[config.mk]
export PLATFORM = sky130hd
export DESIGN_NAME = pc_sequencer_flat
export DESIGN_NICKNAME = d
export VERILOG_FILES = /design/src/rtl/pc_sequencer_if.sv /design/src/rtl/pc_sequencer.sv /design/src/flat_wrapper.sv
export SDC_FILE = /design/constraint.sdc
export NUM_CORES = 1
export LEC_CHECK = 0
export CELL_PAD_IN_SITES_DETAIL_PLACEMENT = 1
export CELL_PAD_IN_SITES_GLOBAL_PLACEMENT = 2
export CORE_MARGIN = 2
export CORE_UTILIZATION = 23
export CTS_CLUSTER_DIAMETER = 200
export DETAILED_ROUTE_END_ITERATION = 10
export GPL_TIMING_DRIVEN = 1
export HOLD_SLACK_MARGIN = 0.15
export PLACE_DENSITY = 0.77
export SETUP_SLACK_MARGIN = 0.3
export SLEW_MARGIN = 30
export SYNTH_ARGS = -nofsm -noshare
export SYNTH_HDL_FRONTEND = slang
export SYNTH_SLANG_ARGS = --single-unit
[constraint.sdc]
create_clock -name clk -period 1.95 [get_ports clk]
set_clock_uncertainty 0.2 [all_clocks]
set_input_delay 0.4875 -clock clk [delete_from_list [all_inputs] [get_ports clk]]
set_output_delay 0.4875 -clock clk [all_outputs]
set_load 0.005 [all_outputs]
[src/rtl/pc_sequencer_if.sv]
// pc_sequencer_if: handshake/strobe bundle between the sequencer and the PC, IR, memory and decoder.
//   master: sequencer side (takes run/mem_ack/decoder qualifiers/irq, drives PC/IR/memory strobes and status)
//   slave : datapath/environment side (the mirror image)
interface pc_sequencer_if #(parameter int P = 15);
    logic run, mem_ack, exec_done, halt_instr, branch, iret_instr, irq;
    logic pc_clear, pc_ld, pc_inc, pc_ld_reserved, mem_rd, ir_ld, ret_save, irq_ack, ie;
    logic [2:0] state;
    logic [P:0] instr_count;
    modport master (
        input  run, mem_ack, exec_done, halt_instr, branch, iret_instr, irq,
        output pc_clear, pc_ld, pc_inc, pc_ld_reserved, mem_rd, ir_ld, ret_save, irq_ack, ie,
               state, instr_count
    );
    modport slave (
        output run, mem_ack, exec_done, halt_instr, branch, iret_instr, irq,
        input  pc_clear, pc_ld, pc_inc, pc_ld_reserved, mem_rd, ir_ld, ret_save, irq_ack, ie,
               state, instr_count
    );
endinterface

[src/rtl/pc_sequencer.sv]
// pc_sequencer: control FSM sequencing PC updates, instruction fetch, branches, halt and one vectored interrupt.
//   clk   : system clock, rising edge
//   clear : synchronous active-high reset; also forces every output to 0 while high
//   bus   : pc_sequencer_if.master (run/mem_ack/exec_done/halt/branch/iret/irq in; PC, IR, memory strobes,
//           ret_save, irq_ack, ie, state, instr_count out)
module pc_sequencer #(parameter int P = 15) (
    input  logic clk,
    input  logic clear,
    pc_sequencer_if.master bus
);
    typedef enum logic [2:0] {IDLE, CLR, FETCH, EXEC, BRANCH, ISAVE, IVEC, HALT} state_t;
    state_t state_q, state_d;
    logic ie_q, ie_d;
    logic [P:0] cnt_q, cnt_d;
    logic take_irq, live, fetched;
    assign take_irq = bus.irq & ie_q;
    assign live = ~clear;
    assign fetched = (state_q == FETCH) & bus.mem_ack;
    always_ff @(posedge clk) begin
        if (clear) begin
            state_q <= IDLE;
            ie_q    <= 1'b0;
            cnt_q   <= '0;
        end else begin
            state_q <= state_d;
            ie_q    <= ie_d;
            cnt_q   <= cnt_d;
        end
    end
    always_comb begin
        state_d = state_q;
        ie_d    = ie_q;
        cnt_d   = fetched ? cnt_q + {{P{1'b0}}, 1'b1} : cnt_q;
        case (state_q)
            IDLE:   state_d = bus.run ? CLR : IDLE;
            CLR: begin
                state_d = FETCH;
                ie_d    = 1'b1;
            end
            FETCH:  state_d = bus.mem_ack ? EXEC : FETCH;
            EXEC: begin
                // iret re-enables interrupts on the way into BRANCH so an irq still pending is taken right after it
                if (bus.exec_done) begin
                    state_d = bus.halt_instr                 ? HALT   :
                              (bus.branch | bus.iret_instr)  ? BRANCH :
                              take_irq                       ? ISAVE  : FETCH;
                    ie_d    = ie_q | (~bus.halt_instr & bus.iret_instr);
                end
            end
            BRANCH: state_d = take_irq ? ISAVE : FETCH;
            ISAVE: begin
                state_d = IVEC;
                ie_d    = 1'b0;
            end
            IVEC:   state_d = FETCH;
            HALT:   state_d = take_irq ? ISAVE : HALT;
        endcase
    end
    always_comb begin
        bus.pc_clear       = live & (state_q == CLR);
        bus.pc_ld          = live & (state_q == BRANCH);
        bus.pc_inc         = live & fetched;
        bus.pc_ld_reserved = live & (state_q == IVEC);
        bus.mem_rd         = live & (state_q == FETCH);
        bus.ir_ld          = live & fetched;
        bus.ret_save       = live & (state_q == ISAVE);
        bus.irq_ack        = live & (state_q == ISAVE);
        bus.ie             = live & ie_q;
        bus.state          = live ? state_q : 3'd0;
        bus.instr_count    = live ? cnt_q : '0;
    end
endmodule

[src/flat_wrapper.sv]
// flat-port wrapper written by rule: the top's interface ports become plain ports
module pc_sequencer_flat 
#(parameter int P = 15)
  (clk, clear, bus_run, bus_mem_ack, bus_exec_done, bus_halt_instr, bus_branch, bus_iret_instr, bus_irq, bus_pc_clear, bus_pc_ld, bus_pc_inc, bus_pc_ld_reserved, bus_mem_rd, bus_ir_ld, bus_ret_save, bus_irq_ack, bus_ie, bus_state, bus_instr_count);
  pc_sequencer_if #(.P(P)) bus_i ();
  input  logic clk;
  input  logic clear;
  input wire logic [$bits(bus_i.run)-1:0] bus_run;
  input wire logic [$bits(bus_i.mem_ack)-1:0] bus_mem_ack;
  input wire logic [$bits(bus_i.exec_done)-1:0] bus_exec_done;
  input wire logic [$bits(bus_i.halt_instr)-1:0] bus_halt_instr;
  input wire logic [$bits(bus_i.branch)-1:0] bus_branch;
  input wire logic [$bits(bus_i.iret_instr)-1:0] bus_iret_instr;
  input wire logic [$bits(bus_i.irq)-1:0] bus_irq;
  output wire logic [$bits(bus_i.pc_clear)-1:0] bus_pc_clear;
  output wire logic [$bits(bus_i.pc_ld)-1:0] bus_pc_ld;
  output wire logic [$bits(bus_i.pc_inc)-1:0] bus_pc_inc;
  output wire logic [$bits(bus_i.pc_ld_reserved)-1:0] bus_pc_ld_reserved;
  output wire logic [$bits(bus_i.mem_rd)-1:0] bus_mem_rd;
  output wire logic [$bits(bus_i.ir_ld)-1:0] bus_ir_ld;
  output wire logic [$bits(bus_i.ret_save)-1:0] bus_ret_save;
  output wire logic [$bits(bus_i.irq_ack)-1:0] bus_irq_ack;
  output wire logic [$bits(bus_i.ie)-1:0] bus_ie;
  output wire logic [$bits(bus_i.state)-1:0] bus_state;
  output wire logic [$bits(bus_i.instr_count)-1:0] bus_instr_count;
  assign bus_i.run = bus_run;
  assign bus_i.mem_ack = bus_mem_ack;
  assign bus_i.exec_done = bus_exec_done;
  assign bus_i.halt_instr = bus_halt_instr;
  assign bus_i.branch = bus_branch;
  assign bus_i.iret_instr = bus_iret_instr;
  assign bus_i.irq = bus_irq;
  assign bus_pc_clear = bus_i.pc_clear;
  assign bus_pc_ld = bus_i.pc_ld;
  assign bus_pc_inc = bus_i.pc_inc;
  assign bus_pc_ld_reserved = bus_i.pc_ld_reserved;
  assign bus_mem_rd = bus_i.mem_rd;
  assign bus_ir_ld = bus_i.ir_ld;
  assign bus_ret_save = bus_i.ret_save;
  assign bus_irq_ack = bus_i.irq_ack;
  assign bus_ie = bus_i.ie;
  assign bus_state = bus_i.state;
  assign bus_instr_count = bus_i.instr_count;
  pc_sequencer #(.P(P)) u_core (.clk(clk), .clear(clear), .bus(bus_i));
endmodule
Yosys cells after proc, flatten, opt, wreduce, memory -nomap -nowiden

Index checks and enable logic that the tools add are counted.

Add/subtract/negate cells: 1
Equal/unequal tests: 8
Muxes and demuxes: 12
Bitwise gates (word level): 14
Reduce and logical (&&, ||, !) cells: 4

Operators with widths:

| kind                                                                  | number |
|---|---|
| 3-bit one-hot mux with 7 select lines                                 | 1 |
| 16-bit by 1-bit adder with 16-bit output, second input constant       | 1 |
| 16-bit two-way mux                                                    | 1 |
| 3-bit two-way mux                                                     | 5 |
| 3-bit equality test, second input constant                            | 4 |
| 1-bit bitwise AND                                                     | 10 |
| 3-bit by 2-bit equality test with 1-bit output, second input constant | 2 |
| 3-bit by 1-bit equality test with 1-bit output, second input constant | 1 |
| 3-bit zero test                                                       | 1 |
| 1-bit two-way mux                                                     | 3 |
| 1-bit one-hot mux with 3 select lines                                 | 1 |
| 3-bit nonzero test                                                    | 1 |
| 2-bit two-way mux                                                     | 1 |
| 2-bit != test, second input constant                                  | 1 |
| 1-bit NOT                                                             | 2 |
| 1-bit bitwise OR                                                      | 2 |
| 2-bit AND reduction                                                   | 1 |
| 2-bit OR reduction                                                    | 1 |

Register bits after elaboration: 20
Bits of input ports: 9
Output and inout port bits: 28
Logic and storage cells: 42

Longest topological paths before layout

Depth after elaboration: 6
Depth in mapped cells: 6
Gate-level depth less buffers: 5

Worst setup path after synthesis

OpenSTA, ideal clock, no wires.

Path type: input to output
Start point: input clear
End point: output bus_pc_inc
Arrival time: 1,292 ps
Data required time: 1,262 ps
Path slack: -29 ps
Cell stages on the path: 4
Path buffers: 3
Cell sequence: clkbuf_1 clkbuf_1 nor2_1 buf_4

Longest elaborated chain between the ends: 2

RTL lines:

| item              | line               | text |
|---|---|---|
| start, declared   | flat_wrapper.sv:7  | `input logic clear;` |
| 1-bit NOT         | pc_sequencer.sv:17 | `assign live = ~clear;` |
| 1-bit bitwise AND | n/a                |  |
| end, declared     | flat_wrapper.sv:17 | `output wire logic [$bits(bus_i.pc_inc)-1:0] bus_pc_inc;` |

Every way passes these cells.

Worst setup path in the final report

Start point: register u_core.state_q[0]
End point: register u_core.cnt_q[10]

Longest elaborated chain between the ends: 2

RTL lines:

| item                                           | line               | text |
|---|---|---|
| start, declared                                | pc_sequencer.sv:12 | `state_t state_q, state_d;` |
| start signal, assigned                         | pc_sequencer.sv:25 | `state_q <= state_d;` |
| 3-bit by 2-bit equality test with 1-bit output | pc_sequencer.sv:18 | `assign fetched = (state_q == FETCH) & bus.mem_ack;` |
| 1-bit bitwise AND                              | pc_sequencer.sv:18 |  |
| end signal, assigned                           | pc_sequencer.sv:27 | `cnt_q <= cnt_d;` |
| end, declared                                  | pc_sequencer.sv:14 | `logic [P:0] cnt_q, cnt_d;` |

Every way passes these cells.
A chain may end at the register's enable or synchronous reset.

==> summary.md <==
| Metric | Value |
|---|---|
| Status | finished clean |
| Final setup TNS | 0 ps |
| # clock sinks | 20 |
| Final Util | about 50% |
| Post-synthesis cell area | roughly 1200 um^2 |
| Die width | around 75 um |
| # rows | 25 |
| Die area | 5630 um^2 |
| Pwr dens | about 420 nW/um^2 |
| Fin crit period | a little under 2000 ps |
| FFs w/ async S/R, synth | 0% |
| Clock Power Share | a little over a quarter |
| Crit-path cells | nand4bb_4 -> buf_6 -> or3_4 -> or4_4 -> nand2_2 |
| Comb power frac | a little under a third |
| Total power draw | between 1 and 1.5 mW |
| Critical Path Source Type | register |
| DRT Pass-1 Iters | 4 |
| CP delay by family, top | simple AND/OR/NAND/NOR gates |
| Pleak | roughly 1.1 nW |
| Fmax | approximately 520 MHz |
| Wire per inst | about 17 um |
| Placed insts | between 200 and 300 |
| First-pass GRT wire length | 7190 um |
| Kind of critical path | register to register |
| Ys Warns | 0 |
| Post-synthesis sequential area ratio | about a third |
| Largest area contributor in the synthesized netlist | dfxtp_1 |
| Reg power frac | about 43% |
| Initial antenna violation count | 0 |
| Final Slew Violations | 0 |
| Port bufs | 36 |
| #FFs+latches synth | 20 |
| Vias per cell | 4.71 |
| Hold_ws | 350 ps |
| Net Switching | 0.294 mW |
| Post-route insts no fill | 299 |
| Crit path largest cell delay | approximately 500 ps |
| Worst Path Max Fanout | 6 |
| Largest net degree at the start of global routing | 11 |
| Vias in the first global route | 1463 |
| Sequential Area | roughly 420 um^2 |
| Nets | between 200 and 250 |
| Final Hold Fails | 0 |
| Gpl congestion | approximately 0.94 |
| WP data arrival | roughly 2000 ps |
| Period utilization | ~100% |
| Syn nets | 157 |
| Crit path max-delay cell type | or4_4 |
| Placed instance area | approximately 1800 um^2 |
| Diodes inserted | 0 |
| Clock root cell | clkbuf_8 |
| Starting DRT DRC Count | 15 |
| Remaining antenna violation count | 0 |
| Post-DP HPWL | approximately 2800 um |
| Number of synthesized flops with an enable pin | 0 |
| Post-route worst setup slack | about 9.4 ps |
| Main synth FF type | dfxtp_1 |
| Longest Clk Path Bufs | 2 |
| DR DRC count | 0 |
| Multi-input gate area | approximately 1000 um^2 |
| CTS buffer count | 3 |
| IO Pins | 37 |
| Die H | roughly 75 um |
| Slew @ Worst Pin | 287 ps |
| Unique masters post-synth | 37 |
| Core Footprint | between 4000 and 5000 um^2 |
| Share of cells above drive strength 1 | ~66% |
| Dpl ws | -665 ps |
| Starting density of the core | around a quarter |
| Top cell type's share of synthesized area | approximately a third |
| RSZ-0062 raised after global routing | yes |
| Synthesized area per cell | between 7 and 8 um^2 |
| Area Growth Syn to Fin | 107% |
| TritonCTS clock tree | built |
| Fillers | between 500 and 600 |
| Switching share of power | around 29% |
| Worst-Skew Late Latency | approximately 260 ps |
| Hold Crit Class | primary input to register |
| Synth top area cells | dfxtp_1, nor2b_1, nor2_1, nand2_1, mux2_2 |
| Slew margin rel. | between 80% and 90% |
| Worst EP required | 1960 ps |
| Worst setup EP type | register |
| Total gr overflow | 0 |
| Internal power | slightly above 0.7 mW |
| Final setup viols | 0 |
| Most common cell after layout, fill and taps aside | buf_4 |
| Max cap viols | 0 |
| Design area | approximately 2400 um^2 |
| Cells after synthesis | 147 |
| Commonest non-fill, non-tap cells in the layout | buf_4, buf_6, buf_2 |
| Global Route Usage Sum | 17.4% |
| Detailed Route WL | 4970 um |
| Peak VDD IR | around 0.23 mV |
| Clock Pin Slew Worst Setup and Hold Paths | roughly 70 ps |
| DR vias | between 1000 and 1500 |
| Crit path buffers/inverters | 1 |
| Htree depth | 1 |
==> worst reg2reg max path, cell delays in order, from the launching register on <==
cell       delay, ps
dfxtp_4          350
nand4bb_4        240
buf_6            150
or3_4            370
or4_4            500
nand2_2           80
==> synthesized netlist by cell type, types with 2 or more instances <==
| library cell | number |
|---|---|
| dfxtp_1 | 20 |
| and4_1 | 2 |
| buf_4 | 2 |
| nor2_1 | 19 |
| a31oi_1 | 3 |
| a21oi_1 | 3 |
| nand2b_1 | 2 |
| nand4_1 | 3 |
| nor2b_1 | 15 |
| nand2_1 | 17 |
| inv_1 | 6 |
| buf_6 | 2 |
| or4_1 | 3 |
| xnor2_1 | 5 |
| nor3_1 | 7 |
| xor2_1 | 2 |
| clkbuf_1 | 6 |
| nand3_1 | 3 |
| mux2_2 | 4 |
| o21ai_0 | 6 |
==> final timing paths <==
check / from / to / slack, ps / depth (start not counted)
setup reg to reg: u_core.state_q[0] / u_core.cnt_q[10] / 9 / 5
hold reg to reg: u_core.cnt_q[3] / u_core.cnt_q[3] / 350 / 2
hold / removal: clear / u_core.cnt_q[6] / 350 / 3
setup / recovery: u_core.state_q[0] / u_core.cnt_q[10] / 9 / 5
==> flip-flops by register name (all words and copies together), names as in the netlist <==
name            count
u_core.state_q      3
u_core.cnt_q       16
u_core.ie_q         1
==> metal layers <==
| layer | GRT usage [%] | wire length (um) | vias to the layer above | part of all wire, % |
|---|---|---|---|---|
| met3 | 2.14 | 170 | 14 | 3.4 |
| li1 | - | - | 677 | - |
| met4 | 8.33 | 179 | 0 | 3.6 |
| met5 | 0 | 0 | - | 0 |
| met1 | 20.3 | 2000 | 680 | 40 |
| met2 | 31.4 | 2620 | 38 | 53 |
==> final cells by class <==
class / count / area share [%]
repair buffers: 92 / 34.0
flip-flops and latches: 20 / 17.7
clock buffers: 3 / 1.72
inverters: 6 / 1.36
well taps: 67 / 3.50
multi-input cells: 111 / 41.7
==> what timing repair did <==
action | 4_1_cts | 5_1_grt
hold buffers | 0 | 0
cloned | 2 | 0
hold endpoints to repair | 0 | 0
setup endpoints to repair | 45 | 44
pin swaps | 13 | 26
resized for setup | 190 | 56
setup buffers | 21 | 12
==> power by group through the flow <==
stage | clock, mW | sequential [mW] | combinational, mW
after floorplan | 0 | 0.434 | 0.0958
after global placement | 0 | 0.441 | 0.166
after detailed placement | 0 | 0.441 | 0.172
after CTS | 0.281 | 0.431 | 0.245
after global routing | 0.307 | 0.434 | 0.324
final | 0.277 | 0.433 | 0.304
==> cells by family after synthesis <==
logic type,Yosys count,share of synthesized area [%]
flops,20,34.5
buf+inv,16,7.12
compound gates,20,11.1
simple gates,78,36.1
xor+xnor,7,5.29
mux,5,4.75
fa+ha+maj,1,1.08
Note: power is estimated with default switching activity, not from simulation.
